[src/rtl/pipeline_hazard_controller.sv]
// Stall/flush sequencer for the 5-stage RV32 pipeline: load-use, taken-branch
// flush and multi-cycle MAC stalls, plus a stall-cycle counter and MAC timeout flag.
module pipeline_hazard_controller #(
    parameter int unsigned MAC_TIMEOUT  = 64,
    parameter int unsigned FLUSH_CYCLES = 1,
    parameter int unsigned CNT_W        = 32
) (
    input  logic             clk,
    input  logic             rst,
    input  logic [4:0]       Rs1D,
    input  logic [4:0]       Rs2D,
    input  logic [4:0]       RdE,
    input  logic             LoadE,
    input  logic             PCSrcM,
    input  logic             MacStartE,
    input  logic             MacDone,
    output logic             StallF,
    output logic             StallD,
    output logic             StallE,
    output logic             FlushD,
    output logic             FlushE,
    output logic             MacErr,
    output logic [CNT_W-1:0] StallCnt,
    output logic [1:0]       State
);

    typedef enum logic [1:0] {
        RUN      = 2'd0,
        MAC_WAIT = 2'd1,
        FLUSH    = 2'd2,
        UNUSED   = 2'd3
    } state_t;

    localparam logic [1:0] FLUSH_LOAD = 2'(FLUSH_CYCLES);
    localparam logic [7:0] MAC_LAST   = 8'(MAC_TIMEOUT - 1);

    state_t     state, next_state;
    logic [1:0] fcnt, fcnt_next;
    logic [7:0] mcnt, mcnt_next;
    logic       err_set;
    logic       load_use;
    logic       sf, sd, se, fd, fe;

    assign load_use = LoadE && (RdE != 5'd0) && ((RdE == Rs1D) || (RdE == Rs2D));

    always_comb begin
        next_state = state;
        fcnt_next  = fcnt;
        mcnt_next  = mcnt;
        err_set    = 1'b0;
        sf = 1'b0; sd = 1'b0; se = 1'b0; fd = 1'b0; fe = 1'b0;
        case (state)
            RUN: begin
                if (PCSrcM) begin
                    fd = 1'b1; fe = 1'b1;
                    next_state = FLUSH;
                    fcnt_next  = FLUSH_LOAD;
                end else if (load_use) begin
                    sf = 1'b1; sd = 1'b1; fe = 1'b1;
                end else if (MacStartE) begin
                    sf = 1'b1; sd = 1'b1; se = 1'b1;
                    mcnt_next = '0;
                    if (!MacDone) next_state = MAC_WAIT;
                end
            end
            MAC_WAIT: begin
                // A branch here is illegal; handle it like RUN so the pipe never wedges.
                if (PCSrcM) begin
                    fd = 1'b1; fe = 1'b1;
                    next_state = FLUSH;
                    fcnt_next  = FLUSH_LOAD;
                end else begin
                    sf = 1'b1; sd = 1'b1; se = 1'b1;
                    mcnt_next = mcnt + 8'd1;
                    if (MacDone) begin
                        next_state = RUN;
                    end else if (mcnt == MAC_LAST) begin
                        err_set    = 1'b1;
                        next_state = RUN;
                    end
                end
            end
            FLUSH: begin
                fd = 1'b1;
                if (PCSrcM) begin
                    fe = 1'b1;
                    fcnt_next = FLUSH_LOAD;
                end else begin
                    fcnt_next = fcnt - 2'd1;
                    if (fcnt <= 2'd1) next_state = RUN;
                end
            end
            default: next_state = RUN;
        endcase
    end

    assign StallF = sf & ~rst;
    assign StallD = sd & ~rst;
    assign StallE = se & ~rst;
    assign FlushD = fd & ~rst;
    assign FlushE = fe & ~rst;
    assign State  = state;

    always_ff @(posedge clk or posedge rst) begin
        if (rst) begin
            state    <= RUN;
            fcnt     <= '0;
            mcnt     <= '0;
            MacErr   <= 1'b0;
            StallCnt <= '0;
        end else begin
            state <= next_state;
            fcnt  <= fcnt_next;
            mcnt  <= mcnt_next;
            if (err_set) MacErr <= 1'b1;
            if (StallF && (StallCnt != '1)) StallCnt <= StallCnt + CNT_W'(1);
        end
    end

endmodule

[config.mk]
export PLATFORM = sky130hd
export DESIGN_NAME = pipeline_hazard_controller
export DESIGN_NICKNAME = d
export VERILOG_FILES = /design/src/rtl/pipeline_hazard_controller.sv
export SDC_FILE = /design/constraint.sdc
export NUM_CORES = 1
export LEC_CHECK = 0
export ABC_AREA = 1
export ABC_CLOCK_PERIOD_IN_PS = 2300
export CAP_MARGIN = 25
export CORE_MARGIN = 1.5
export CORE_UTILIZATION = 30
export DETAILED_ROUTE_END_ITERATION = 12
export GPL_TIMING_DRIVEN = 0
export HOLD_SLACK_MARGIN = 0.08
export SYNTH_ARGS = -nofsm -noshare
export SYNTH_HDL_FRONTEND = slang
export SYNTH_SLANG_ARGS = --single-unit
[constraint.sdc]
create_clock -name clk -period 2.3 [get_ports clk]
set_input_delay 0.23 -clock clk [delete_from_list [all_inputs] [get_ports clk]]
set_output_delay 0.23 -clock clk [all_outputs]
set_load 0.05 [all_outputs]
==> impl_metrics.py, run 1 <==
metrics = {
    "setup_path": {
        "path_class": "flop to output pin",
        "rr_startpoint": "StallCnt[0]",
        "startpoint": "State[0]",
        "r2r_slack_ps": 240,
        "cpPeakStageDelay_ps": 450,
        "end_kind": "output pin",
        "startpoint_type": "flop",
        "path_buf_inv": 4,
        "reg2regPathDepth": 9,
        "crit_chain": "inv_1, ha_2, nand2_1, inv_1, nand3_1, a21oi_2, buf_4, buf_4",
        "path_depth": 8,
        "critPathSlowestCell": "dfrtp_2",
        "crit_required_ps": 2070,
        "crit_fanout": 6,
        "crit_family": "buffers and inverters",
        "crit_arrival_ps": 2000,
        "cp-endpoint": "StallF",
        "r2r-end": "StallCnt[20]",
    },
    "logic_synthesis": {
        "synthTopCellsByArea": "dfrtp_1 35%, nand2_1 22%, nand4_1 6.9%, nor2_1 6.5%, xor2_1 4.6%",
        "syn_area_per_cell_um2": 6.676,
        "yosys_register_bits": 45,
        "ys_seq_area_frac": 0.3471,
        "syn_nets": 514,
        "yosysWarnings": 0,
        "netlist_area_mm2": 0.003244,
        "netlist.area_leader.share": 0.3471,
        "netlist-cell-type-count": 30,
        "synth.largest_area_cell": "dfrtp_1",
        "syn_inst": 486,
    },
    "timing": {
        "fmax_ghz": 0.4480,
        "worst_pin_slew_ps": 547.8,
        "min_period_ps": 2232,
        "setup_viol": 0,
        "rsz0062_at_grt": "yes",
        "maxSlewViolCount": 0,
        "finalHoldViolations": 0,
        "max_slew_margin": 0.6337,
        "period_share": 0.9704,
        "clock_skew_ps": 10.83,
    },
    "floorplan": {
        "num_io_pins": 61,
        "dieHeight_um": 107.0,
        "rows": 37,
        "dieArea_mm2": 0.01145,
        "initial_utilization": 0.3115,
        "coreArea_mm2": 0.01042,
        "fp.dieW_um": 107.0,
    },
    "detailed_routing": {
        "wirelength_um": 9277,
        "num_vias": 3276,
        "vias_per_cell": 4.741,
        "firstDrtPassIters": 4,
        "ant_nets": 0,
        "routedWlPerCell_um": 13.43,
        "drtIter0Drc": 139,
        "drc_errors": 0,
    },
    "global_route": {
        "track_usage": 0.1754,
        "antenna_found_initial": 0,
        "grt_pass1_vias": 3269,
        "grt_pass1_wl_um": 16100,
        "grt_max_degree": 30,
        "overflow": 0,
    },
    "place": {
        "placed_cell_area_mm2": 0.004048,
        "port_buffers": 60,
        "place_inst": 683,
        "gp_congestion": 0.9300,
        "dpl.hpwl_um": 7445,
    },
    "clocking": {
        "clk_pin_slew_ps": 80,
        "insertion_delay_ps": 300,
        "htreeDepth": 2,
        "clock_sink_count": 45,
        "cts_max_path_buffers": 2,
        "cts_setup_buffers": 0,
        "cts_tree": "built",
        "numCtsBuffers": 5,
        "cts_root_buffer": "clkbuf_8",
    },
    "layout": {
        "fin_nets": 582,
        "area_growth_syn_to_layout_pct": 27.84,
        "diodes": 0,
        "layout.cells.non_filler": 691,
        "fill_cells": 1124,
        "fin_area_mm2": 0.004148,
        "ff_latch_area_mm2": 0.001127,
        "multi_input_area_mm2": 0.001891,
        "drive_above_1_share": 0.08649,
    },
    "outcome": {
        "status": "finished, final reports clean",
    },
    "power": {
        "p_leak_nw": 1.903,
        "pwr_density_cell_mw_per_mm2": 582.8,
        "p_total_mw": 2.417,
        "ir_drop_uv": 322.3,
    },
    "job": {
        "max_cap_viol_count": 0,
    },
    "worst_hold_path": {
        "min-delay-path-class": "flop to flop",
    },
}
## worst min-delay path by stage
stage	from	to	slack, ps	cells after the start
5_1_grt	MacErr	MacErr	510	1
3_5_place_dp	MacErr	MacErr	470	1
6_report	MacErr	MacErr	480	1
4_1_cts	MacErr	MacErr	490	1
3_3_place_gp	MacErr	MacErr	470	1
2_1_floorplan	PCSrcM	fcnt[0]	400	2
## Yosys cell counts
library cell	instances
clkinv_1	1
a31oi_1	1
buf_4	2
a21oi_1	4
inv_1	38
o21bai_1	1
nand3_1	16
dfrtp_1	45
nor2_1	56
buf_6	3
nand4_1	36
xnor2_1	12
o21ai_0	17
xor2_1	17
nor3_2	1
buf_2	4
a32o_1	1
ha_1	7
o211ai_1	1
or2_2	4
nand2_2	3
nand3b_1	5
nand2_1	189
inv_2	7
o21ai_1	1
nor3b_2	1
clkbuf_1	5
nand3_2	1
nor3_1	6
nor2_2	1
## registers in the layout, summed over array words and instances (netlist names)
name	cells
mcnt	8
StallCnt	32
fcnt	2
State	2
MacErr	1
## area by class of cell
type                            count  share of cell area
Inverter                           46             0.04163
Buffer                             14             0.02262
Sequential cell                    45              0.2718
Multi-Input combinational cell    381              0.4558
Tap cell                          136             0.04103
Clock buffer                        8             0.01931
Timing Repair Buffer               61              0.1478
## routing by layer
metal  GRT usage  vias up  wire [um]  share of wire
li1            -     1688          -              -
met1      0.2216     1532       4222           0.46
met3     0.03222       11        377          0.041
met2      0.3063       45       4523           0.49
met4     0.04667        0        155          0.017
met5           0        -          0              0
## stage by stage
stage	setup TNS, ps	hold slack, ps	utilization	setup slack [ps]
after floorplan	-214.8	402.0	-	-214.8
after global placement	-3744	471.2	0.3859	-976.2
after detailed placement	-2014	467.2	0.3886	-609.9
after CTS	-10.08	490.5	0.3966	-10.08
after global routing	-44.85	508.0	0.3982	-33.06
final	0	483.4	0.3982	67.98
## repair_timing
item	CTS	global route
hold buffers	0	0
endpoints found under the setup margin	4	27
gates resized for setup	22	15
## cells in the final DEF, fill, tap and decap left out, drive strengths merged
cell           synthesis  layout
dfrtp                 45      45
or2                    4       4
ha                     7       7
xnor2                 12      12
nor3                   7       7
inv                   45      45
clkbuf                 5      12
nand3                 17      17
xor2                  17      17
clkinv                 1       1
nand2                192     192
a31oi                  1       1
o211ai                 1       1
a32o                   1       1
nor3b                  1       1
nor2                  57      57
nand4                 36      36
buf                    9      15
a21oi                  4       4
clkdlybuf4s50          0      55
o21bai                 1       1
o21ai                 18      18
dlymetal6s2s           0       1
nand3b                 5       5
## logic make-up after synthesis
family                     share of synthesized area
and+or+nand+nor                               0.4238
adders and majority gates                    0.02699
DFF                                           0.3471
xor gates and xnor gates                     0.07829
buffers and inverters                        0.08022
AOI/OAI and AO/OA                            0.04358
## power breakdown
group / internal [mW] / total [mW] / switching [mW] / leakage (nW)
logic: 0.329 / 0.975 / 0.646 / 1.25
clock network: 0.217 / 0.491 / 0.274 / 0.0395
registers: 0.857 / 0.952 / 0.0950 / 0.615
total: 1.40 / 2.42 / 1.01 / 1.90
Note: power is estimated with default switching activity, not from simulation.
==> run 2, diff against run 1 <==
--- a/config.mk
+++ b/config.mk
@@ -13,6 +13,7 @@
 export DETAILED_ROUTE_END_ITERATION = 12
 export GPL_TIMING_DRIVEN = 0
 export HOLD_SLACK_MARGIN = 0.08
+export SLEW_MARGIN = 20
 export SYNTH_ARGS = -nofsm -noshare
 export SYNTH_HDL_FRONTEND = slang
 export SYNTH_SLANG_ARGS = --single-unit
==> run 2 against run 1 <==
  * Setup slack got worse by 15 ps
  * Register-to-register slack improved by 30 ps
  * Clock-buffer cell count fell by 1
  * Largest power group unchanged
==> impl_metrics.py, run 2 (same netlist as run 1, synthesis figures left out) <==
metrics = {
    "global_route": {
        "antenna_found_initial": 0,
        "overflow": 0,
        "grt_pass1_vias": 3186,
        "grt_max_degree": 55,
        "track_usage": 0.1706,
        "grt_pass1_wl_um": 15610,
    },
    "worst_hold_path": {
        "min-delay-path-class": "flop to flop",
        "holdPathStages": 1,
    },
    "detailed_routing": {
        "firstDrtPassIters": 5,
        "num_vias": 3276,
        "drtIter0Drc": 177,
        "wirelength_um": 9178,
        "drc_errors": 0,
        "routedWlPerCell_um": 13.30,
        "ant_nets": 0,
        "vias_per_cell": 4.748,
    },
    "floorplan": {
        "initial_utilization": 0.3115,
        "rows": 37,
        "dieHeight_um": 107.0,
        "coreArea_mm2": 0.01042,
        "dieArea_mm2": 0.01145,
        "fp.dieW_um": 107.0,
        "num_io_pins": 61,
    },
    "clocking": {
        "htreeDepth": 2,
        "cts_root_buffer": "clkbuf_8",
        "numCtsBuffers": 5,
        "ctsHoldBuffers": 0,
        "cts_tree": "built",
        "clock_sink_count": 45,
        "insertion_delay_ps": 300,
        "cts_max_path_buffers": 2,
        "clk_pin_slew_ps": 80,
    },
    "layout": {
        "fill_cells": 1108,
        "area_growth_syn_to_layout_pct": 27.73,
        "layout.cells.non_filler": 690,
        "layout_common_cells": "189 x nand2_1, 55 x nor2_1, 55 x clkdlybuf4s50_1",
        "postLayoutCoreUtil": 0.3978,
        "diodes": 0,
        "regMostFlops": "StallCnt",
        "drive_above_1_share": 0.08845,
        "top_regs": "StallCnt x32, mcnt x8",
        "final_common_cell": "nand2_1",
        "fin_nets": 581,
        "largest_reg_flops": 32,
    },
    "power": {
        "pwr_density_cell_mw_per_mm2": 594.3,
        "power_switching_share": 0.4087,
        "p_clk_frac": 0.222,
        "ir_drop_uv": 389.7,
        "power_frac_comb": 0.390,
        "switchingPower_mw": 1.006,
        "p_seq_frac": 0.388,
        "p_leak_nw": 1.906,
        "internal-power_mw": 1.456,
    },
    "setup_path": {
        "startpoint_type": "flop",
        "crit_arrival_ps": 2020,
        "crit_family": "buffers and inverters",
        "r2r_slack_ps": 270,
        "path_depth": 8,
        "crit_required_ps": 2070,
        "crit_fanout": 6,
        "reg2regPathDepth": 9,
        "path_buf_inv": 4,
        "cpPeakStageDelay_ps": 460,
        "end_kind": "output pin",
        "path_class": "flop to output pin",
        "critPathSlowestCell": "dfrtp_2",
        "crit_chain": "inv_1, ha_2, nand2_1, o21ai_1, inv_1, a21oi_2, buf_4, buf_4",
    },
    "place": {
        "port_buffers": 60,
        "place_inst": 682,
        "gp_congestion": 0.9300,
        "dpl.hpwl_um": 7299,
    },
    "timing": {
        "max_slew_margin": 0.6460,
        "min_period_ps": 2247,
        "worst_pin_slew_ps": 529.4,
        "rsz0062_at_grt": "yes",
        "fmax_ghz": 0.4451,
        "period_share": 0.9768,
        "finalHoldViolations": 0,
        "clock_skew_ps": 5.636,
        "setup_viol": 0,
        "maxSlewViolCount": 0,
    },
    "job": {
        "max_cap_viol_count": 0,
    },
    "outcome": {
        "status": "finished, final reports clean",
    },
}
==> run 2: cell count changes in the layout (fill, tap and decap cells not counted), moves of 2 or more <==
cell,change
buf_2,-2
clkbuf_1,-3
clkbuf_4,+2
clkbuf_8,+2
==> run 2: final timing paths <==
kind / from / endpoint
setup / recovery: State[0] / StallF
hold / removal: MacErr / MacErr
setup reg to reg: StallCnt[0] / StallCnt[25]
hold reg to reg: MacErr / MacErr
max in group asynchronous: rst / State[0]
min in group asynchronous: rst / mcnt[7]
==> run 2: power groups by stage <==
stage	logic, mW	registers, mW	clock network (mW)
floorplan	0.504	1.10	0
global placement	0.937	0.961	0
detailed placement	0.952	0.965	0
CTS	0.967	0.954	0.578
global route	1.05	0.973	0.607
finish	0.961	0.955	0.547
==> run 2: cell type report <==
class,count,area [um^2],area share
repair buffers,60,590.6,0.1425
well taps,136,170.2,0.04106
multi-input cells,381,1879,0.4535
plain buffers,14,101.3,0.02446
clock inverters,1,5.005,0.001208
flip-flops and latches,45,1129,0.2723
clock buffers,7,96.34,0.02325
inverters,46,172.7,0.04167
==> run 2: metrics by stage <==
step | TNS [ps] | instance area, um^2 | setup slack, ps | power [mW] | hold WS (ps)
after floorplan | -214.8 | 3249 | -214.8 | 1.600 | 402.0
after global placement | -3744 | 4020 | -976.2 | 1.898 | 471.2
after detailed placement | -1816 | 4023 | -589.2 | 1.916 | 471.8
after CTS | 0 | 4139 | 1.050 | 2.500 | 497.2
after global routing | -53.64 | 4144 | -53.64 | 2.633 | 509.9
final | 0 | 4144 | 53.33 | 2.463 | 492.7
==> run 2: metal layers <==
metal	vias to the layer above	global-route usage	part of all wire
met2	61	0.3022	0.49
met5	-	0	0
met1	1515	0.2127	0.46
met4	0	0.04476	0.013
li1	1691	-	-
met3	9	0.03040	0.039
==> run 2: what timing repair did <==
item | in CTS | in global routing
endpoints found under the setup margin | 4 | 27
gates resized for setup | 23 | 14
setup buffers | 0 | 0
==> run 3, diff against run 2 <==
--- a/config.mk
+++ b/config.mk
@@ -10,6 +10,7 @@
 export CAP_MARGIN = 25
 export CORE_MARGIN = 1.5
 export CORE_UTILIZATION = 30
+export CTS_CLUSTER_DIAMETER = 120
 export DETAILED_ROUTE_END_ITERATION = 12
 export GPL_TIMING_DRIVEN = 0
 export HOLD_SLACK_MARGIN = 0.08
==> results of run 3 <==
No change in the layout: final DEF, timing and power equal those of run 2.
